[config.mk]
export PLATFORM = sky130hd
export DESIGN_NAME = wb_load_unit
export DESIGN_NICKNAME = d
export VERILOG_FILES = /design/src/rtl/wb_pkg.sv /design/src/rtl/load_extract.sv /design/src/rtl/wb_load_unit.sv
export SDC_FILE = /design/constraint.sdc
export NUM_CORES = 1
export LEC_CHECK = 0
export BUFFER_PORTS_ARGS = -buffer_cell sky130_fd_sc_hd__buf_2
export CAP_MARGIN = 20
export CORE_ASPECT_RATIO = 0.75
export CORE_MARGIN = 2
export CORE_UTILIZATION = 50
export DETAILED_ROUTE_END_ITERATION = 8
export GPL_ROUTABILITY_DRIVEN = 0
export PLACE_DENSITY = 0.77
export SLEW_MARGIN = 10
export SYNTH_ARGS = -nofsm -noshare
export SYNTH_HDL_FRONTEND = slang
export SYNTH_SLANG_ARGS = --single-unit
[constraint.sdc]
create_clock -name clk -period 2.6 [get_ports clk]
set_clock_uncertainty 0.2 [all_clocks]
set_input_delay 0.39 -clock clk [delete_from_list [all_inputs] [get_ports clk]]
set_output_delay 0.39 -clock clk [all_outputs]
set_load 0.01 [all_outputs]
[src/rtl/wb_pkg.sv]
// Shared definitions for the writeback load unit.
// Holds the access-size encodings, the FSM state type and the alignment helper
// used by the top level when deciding whether a load may wait for RAM data.
package wb_pkg;

  localparam logic [1:0] SIZE_BYTE  = 2'd0;
  localparam logic [1:0] SIZE_HALF  = 2'd1;
  localparam logic [1:0] SIZE_WORD  = 2'd2;
  localparam logic [1:0] SIZE_DWORD = 2'd3;

  typedef enum logic [1:0] {
    IDLE = 2'd0,
    WAIT = 2'd1,
    RESP = 2'd2
  } state_t;

  // lane is the byte offset within the data word (zero-extended to 3 bits);
  // dword_ok is set only when the datapath is 64 bits wide.
  function automatic logic is_aligned(input logic [1:0] size,
                                      input logic [2:0] lane,
                                      input logic       dword_ok);
    logic ok;
    case (size)
      SIZE_BYTE:  ok = 1'b1;
      SIZE_HALF:  ok = (lane[0] == 1'b0);
      SIZE_WORD:  ok = (lane[1:0] == 2'b00);
      SIZE_DWORD: ok = dword_ok & (lane == 3'd0);
      default:    ok = 1'b0;
    endcase
    return ok;
  endfunction

endpackage

[src/rtl/load_extract.sv]
// Combinational lane extraction for loads.
// Ports:
//   i_rdata    RAM read data word
//   i_lane     byte offset of the access within the word
//   i_size     access size (byte/half/word/dword)
//   i_sign_ext sign-extend (1) or zero-extend (0) the selected lane
//   o_data     extracted, extended value
module load_extract
  import wb_pkg::*;
#(
  parameter int DATA_WIDTH = 32
) (
  input  logic [DATA_WIDTH-1:0] i_rdata,
  input  logic [2:0]            i_lane,
  input  logic [1:0]            i_size,
  input  logic                  i_sign_ext,
  output logic [DATA_WIDTH-1:0] o_data
);

  logic [DATA_WIDTH-1:0]        w_shifted;
  logic [6:0]                   w_pad;
  logic signed [DATA_WIDTH-1:0] w_up;
  logic signed [DATA_WIDTH-1:0] w_sext;

  // Move the lane to bit 0, push it to the top, then shift back down
  // arithmetically or logically to get the requested extension.
  always_comb begin
    w_shifted = i_rdata >> {i_lane, 3'b000};
    case (i_size)
      SIZE_BYTE: w_pad = 7'(DATA_WIDTH - 8);
      SIZE_HALF: w_pad = 7'(DATA_WIDTH - 16);
      SIZE_WORD: w_pad = 7'(DATA_WIDTH - 32);
      default:   w_pad = 7'd0;
    endcase
    w_up   = w_shifted << w_pad;
    w_sext = w_up >>> w_pad;
    if (i_sign_ext) begin
      o_data = w_sext;
    end else begin
      o_data = w_up >> w_pad;
    end
  end

endmodule

[src/rtl/wb_load_unit.sv]
// Writeback stage with a variable-latency RAM read path.
// Accepts one retiring instruction from MEM (valid/ready), waits for RAM data
// on aligned loads, extracts and extends the loaded lane and issues a
// one-cycle regfile write together with misalignment/timeout error flags.
// Ports:
//   clk, rst                    clock, synchronous active-high reset
//   in_valid / in_ready         MEM handshake; ready only in IDLE
//   in_load/store/sign_ext/size instruction kind and load attributes
//   in_result                   ALU result / effective address
//   in_reg_write_en/_addr, in_pc destination and PC of the instruction
//   ram_rdata / ram_rvalid      one-cycle RAM read response
//   result_out, reg_write_en_out, reg_write_addr_out  regfile write port
//   out_valid                   one-cycle retire pulse
//   err_misalign, err_timeout   error flags, pulse with out_valid
//   debug_pc_addr_out           PC of the retiring instruction
module wb_load_unit
  import wb_pkg::*;
#(
  parameter int DATA_WIDTH     = 32,
  parameter int ADDR_WIDTH     = 32,
  parameter int REG_ADDR_WIDTH = 5,
  parameter int TIMEOUT        = 255
) (
  input  logic                      clk,
  input  logic                      rst,
  input  logic                      in_valid,
  output logic                      in_ready,
  input  logic                      in_load,
  input  logic                      in_store,
  input  logic                      in_sign_ext,
  input  logic [1:0]                in_size,
  input  logic [DATA_WIDTH-1:0]     in_result,
  input  logic                      in_reg_write_en,
  input  logic [REG_ADDR_WIDTH-1:0] in_reg_write_addr,
  input  logic [ADDR_WIDTH-1:0]     in_pc,
  input  logic [DATA_WIDTH-1:0]     ram_rdata,
  input  logic                      ram_rvalid,
  output logic [DATA_WIDTH-1:0]     result_out,
  output logic                      reg_write_en_out,
  output logic [REG_ADDR_WIDTH-1:0] reg_write_addr_out,
  output logic                      out_valid,
  output logic                      err_misalign,
  output logic                      err_timeout,
  output logic [ADDR_WIDTH-1:0]     debug_pc_addr_out
);

  localparam int          LANE_W   = $clog2(DATA_WIDTH / 8);
  localparam logic        DWORD_OK = (DATA_WIDTH == 64);
  localparam logic [15:0] CNT_LAST = 16'(TIMEOUT - 1);

  state_t                    r_state;
  logic                      r_in_ready;
  logic [15:0]               r_cnt;
  // Fields of the accepted instruction, held while a load is outstanding.
  logic [1:0]                r_size;
  logic [2:0]                r_lane;
  logic                      r_sign_ext;
  logic                      r_wen;
  logic [REG_ADDR_WIDTH-1:0] r_rd;
  logic [ADDR_WIDTH-1:0]     r_pc;
  // Registered outputs.
  logic [DATA_WIDTH-1:0]     r_result;
  logic                      r_out_wen;
  logic [REG_ADDR_WIDTH-1:0] r_out_rd;
  logic                      r_out_valid;
  logic                      r_err_misalign;
  logic                      r_err_timeout;
  logic [ADDR_WIDTH-1:0]     r_out_pc;

  logic [2:0]                w_in_lane;
  logic                      w_in_aligned;
  logic [DATA_WIDTH-1:0]     w_load_data;

  assign w_in_lane    = 3'(in_result[LANE_W-1:0]);
  assign w_in_aligned = is_aligned(in_size, w_in_lane, DWORD_OK);

  load_extract #(
    .DATA_WIDTH (DATA_WIDTH)
  ) u_extract (
    .i_rdata    (ram_rdata),
    .i_lane     (r_lane),
    .i_size     (r_size),
    .i_sign_ext (r_sign_ext),
    .o_data     (w_load_data)
  );

  // Control FSM with all outputs registered; outputs are zero outside RESP.
  always_ff @(posedge clk) begin
    if (rst) begin
      r_state        <= IDLE;
      r_in_ready     <= 1'b1;
      r_cnt          <= 16'd0;
      r_size         <= 2'd0;
      r_lane         <= 3'd0;
      r_sign_ext     <= 1'b0;
      r_wen          <= 1'b0;
      r_rd           <= '0;
      r_pc           <= '0;
      r_result       <= '0;
      r_out_wen      <= 1'b0;
      r_out_rd       <= '0;
      r_out_valid    <= 1'b0;
      r_err_misalign <= 1'b0;
      r_err_timeout  <= 1'b0;
      r_out_pc       <= '0;
    end else begin
      case (r_state)
        IDLE: begin
          if (in_valid && r_in_ready) begin
            r_in_ready <= 1'b0;
            r_cnt      <= 16'd0;
            r_size     <= in_size;
            r_lane     <= w_in_lane;
            r_sign_ext <= in_sign_ext;
            r_wen      <= in_reg_write_en;
            r_rd       <= in_reg_write_addr;
            r_pc       <= in_pc;
            if (in_load && !in_store && w_in_aligned) begin
              r_state <= WAIT;
            end else begin
              // Retire straight away: ALU op, store, or a load that cannot go to RAM.
              r_state        <= RESP;
              r_out_valid    <= 1'b1;
              r_out_rd       <= in_reg_write_addr;
              r_out_pc       <= in_pc;
              r_err_timeout  <= 1'b0;
              r_err_misalign <= in_load & ~in_store;
              r_result       <= (in_store || in_load) ? '0 : in_result;
              r_out_wen      <= in_reg_write_en & ~in_store & ~in_load;
            end
          end
        end
        WAIT: begin
          // A response arriving on the timeout cycle still counts as data.
          if (ram_rvalid) begin
            r_state       <= RESP;
            r_out_valid   <= 1'b1;
            r_out_rd      <= r_rd;
            r_out_pc      <= r_pc;
            r_result      <= w_load_data;
            r_out_wen     <= r_wen;
            r_err_timeout <= 1'b0;
          end else if (r_cnt == CNT_LAST) begin
            r_state       <= RESP;
            r_out_valid   <= 1'b1;
            r_out_rd      <= r_rd;
            r_out_pc      <= r_pc;
            r_result      <= '0;
            r_out_wen     <= 1'b0;
            r_err_timeout <= 1'b1;
          end else begin
            r_cnt <= r_cnt + 16'd1;
          end
        end
        RESP: begin
          r_state        <= IDLE;
          r_in_ready     <= 1'b1;
          r_out_valid    <= 1'b0;
          r_out_wen      <= 1'b0;
          r_result       <= '0;
          r_out_rd       <= '0;
          r_out_pc       <= '0;
          r_err_misalign <= 1'b0;
          r_err_timeout  <= 1'b0;
        end
        default: begin
          r_state    <= IDLE;
          r_in_ready <= 1'b1;
        end
      endcase
    end
  end

  assign in_ready           = r_in_ready;
  assign result_out         = r_result;
  assign reg_write_en_out   = r_out_wen;
  assign reg_write_addr_out = r_out_rd;
  assign out_valid          = r_out_valid;
  assign err_misalign       = r_err_misalign;
  assign err_timeout        = r_err_timeout;
  assign debug_pc_addr_out  = r_out_pc;

endmodule

==> qor.yml <==
detailed_routing:
  drcViolationCount: 0
  dr_total_vias: 6609
  vias_per_cell: 5.93
  drt_iter0_drc: 525
  drt-total-wl_mm: 19.5
  wl_per_cell_um: 17.5
  ant_nets: 0
  firstDrtPassIters: 6
sta:
  finalSetupTns_ns: 0
  finalHoldViolCount: 0
  rsz0062_at_grt: "false"
  worstMarginPinSlew_ns: 0.851
  setup_violations: 0
  maxSlewViolCount: 0
  layout_worst_path_cycle_share_pct: 93.9
  timing.slew.headroom_pct: 43.3
  period_needed_ns: 2.44
  fmax_ghz: 0.410
yosys:
  netlist_top_cells_area: "dfxtp_1 42%, a21oi_1 10%, nand2_1 5.9%"
  yosysMostFrequentCell: "dfxtp_1"
  synthArstFlopShare_pct: 0
  yosysTopAreaCellShare_pct: 41.7
  synth_ff_type: "dfxtp_1"
  ys_seq_area_share_pct: 41.7
  syn_nets: 895
  synth.distinct_cells: 51
  yosysTopAreaCell: "dfxtp_1"
  synth_cells: 779
  synthTopCellsByCount: "135 x dfxtp_1, 134 x a21oi_1, 102 x nand2_1"
  syn_area_um2: 6480
  synth_edf_count: 0
  yosys_warnings: 0
  synth_area_per_cell_um2: 8.32
  ys_ff_latch: 135
global_route:
  grt_max_degree: 76
  grt_pass1_wl_mm: 30.3
  met1_usage_pct: 37.4
  grt.total_usage_pct: 27.4
  antenna_found_initial: 2
  grt_overflow: 0
  top_usage_layer: "met2"
  grt_pass1_vias: 5984
  globalRouteMet2Util_pct: 44.1
  use_met3_pct: 5.70
die:
  core-area_um2: 12500
  fp.dieW_um: 135
  initial_core_util_pct: 51.9
  ios: 185
  rows: 35
  die_y_um: 103
  die_area_um2: 13900
clocking:
  cts_made_buffers: 17
  cts_root_buffer: "clkbuf_16"
  hold_buffers: 0
  htree_levels: 4
  cts_sinks: 135
  clk_path_buf_depth: 2
  path_clk_slew_ns: 0.06
  cts_tree: "yes"
  clk_latency_ns: 0.41
  cts_setup_buffers: 0
worst_setup_path:
  required_ns: 2.74
  crit_path_end: "r_cnt[14]"
  cp_max_fo: 9
  r2r_cells: 7
  r2r-end: "r_cnt[14]"
  cp-startpoint: "r_cnt[0]"
  critPathKind: "reg2reg"
  start_kind: "flip-flop"
  r2r-start: "r_cnt[0]"
  endpoint_kind: "flip-flop"
  r2r_slack_ns: 0.16
  arrival_ns: 2.58
min_path:
  hp-class: "in2reg"
  holdPathStages: 3
  min_from: "in_pc[13]"
finish:
  seq_area_um2: 2700
  drive_gt1_share_pct: 27.8
  n_fill_cell: 1101
  syn2layout_area_growth_pct: 26.0
  nets: 1050
  multi_input_area_um2: 3460
  finalNonFillerCells: 1114
placement:
  dpl.hpwl_mm: 12.8
  place_inst: 1080
  portBuffers: 184
power_and_ir_drop:
  leakagePower_nw: 3.19
  cellPowerDensity_nw_per_um2: 816
  worst_ir_drop_vdd_mv: 0.559
  power_w: 0.00666
run:
  maxCapViolations: 0
status:
  outcome: "complete, no violations"
[state kept, by name, indices dropped and copies added, names as in the netlist]
| register | flops |
|---|---|
| r_size | 2 |
| in_ready | 1 |
| r_wen | 1 |
| r_pc | 32 |
| reg_write_addr_out | 5 |
| debug_pc_addr_out | 32 |
| reg_write_en_out | 1 |
| r_cnt | 16 |
| r_rd | 5 |
| r_lane | 2 |
| r_sign_ext | 1 |
| err_timeout | 1 |
| result_out | 32 |
| r_state | 2 |
| out_valid | 1 |
| err_misalign | 1 |
[layer usage]
metal / wire length (um) / part of all wire (%)
met4: 342 / 1.8
met1: 8520 / 44
met2: 8980 / 46
met5: 13 / 0.067
met3: 1620 / 8.3
[layout make-up]
cell class / count / share of cell area [%]
Multi-Input combinational cell: 566 / 42.4
Sequential cell: 135 / 33.1
Timing Repair Buffer: 205 / 14.2
Clock buffer: 18 / 5.26
Tap cell: 166 / 2.54
Clock inverter: 14 / 2.11
Inverter: 9 / 0.414
Antenna cell: 1 / 0.0306
[cells in the final DEF (no fill, tap or decap), types with 6 or more instances in the layout]
master,netlist,routed
nor2_1,18,17
nand3_1,46,45
or4_1,6,6
o21ai_0,21,21
buf_12,0,6
a22oi_1,31,31
nand2_1,102,102
nand2b_1,40,40
mux2i_1,15,15
a21oi_1,134,132
or3_1,6,6
mux2_2,10,10
buf_4,3,16
dfxtp_1,135,135
buf_2,11,183
a211oi_1,33,33
clkbuf_16,0,17
inv_1,8,8
a311oi_1,39,39
[worst max-delay path: stages (launching register included)]
cell and delay, ns:
dfxtp_1 0.40, inv_1 0.08, ha_1 0.20, and4b_1 0.24, a41oi_2 0.33, nor2_1 0.24
or4_1 0.54, a21oi_1 0.15
[kinds of logic (layout without fill, tap and decap cells)]
| logic type | Yosys count | in the layout | share of synthesized area, % |
|---|---|---|---|
| xor gates and xnor gates | 5 | 5 | 0.675 |
| buffers and inverters | 79 | 246 | 5.65 |
| muxes | 25 | 25 | 4.05 |
| and+or+nand+nor | 243 | 243 | 18.6 |
| AOI/OAI and AO/OA | 287 | 288 | 28.4 |
| DFF | 135 | 135 | 41.7 |
| other | 0 | 1 | 0 |
| adders and majority gates | 5 | 5 | 0.965 |
[where the power goes]
| part | internal, W | switching, W |
|---|---|---|
| combinational | 0.000678 | 0.00101 |
| sequential | 0.00235 | 0.000160 |
| clock | 0.00152 | 0.000944 |
| total | 0.00455 | 0.00212 |
[per-stage QoR]
stage	hold WS, ns	instance area (um^2)	worst slack (ns)	util (%)
CTS	0.0167	8160	0.102	65.3
global placement	0.243	7540	-0.0800	60.4
floorplan	0.237	6480	0.405	-
detailed placement	0.247	7540	-0.197	60.4
finish	0.0243	8170	0.159	65.4
global route	0.0210	8170	0.00763	65.4
[timing repair]
action                     4_1_cts  5_1_grt
hold endpoints to repair         0        0
setup endpoints to repair       19       24
gates resized for setup          2        3
pin swaps                        0        0
gates cloned                     1        0
[how the worst min path moves through the flow]
stage / slack (ns) / to
after floorplan: 0.24 / r_pc[0]
after global placement: 0.24 / r_pc[27]
after detailed placement: 0.25 / r_pc[27]
after CTS: 0.02 / r_pc[13]
after global routing: 0.02 / r_pc[4]
final: 0.02 / r_pc[13]
Note: power is estimated with default switching activity, not from simulation.
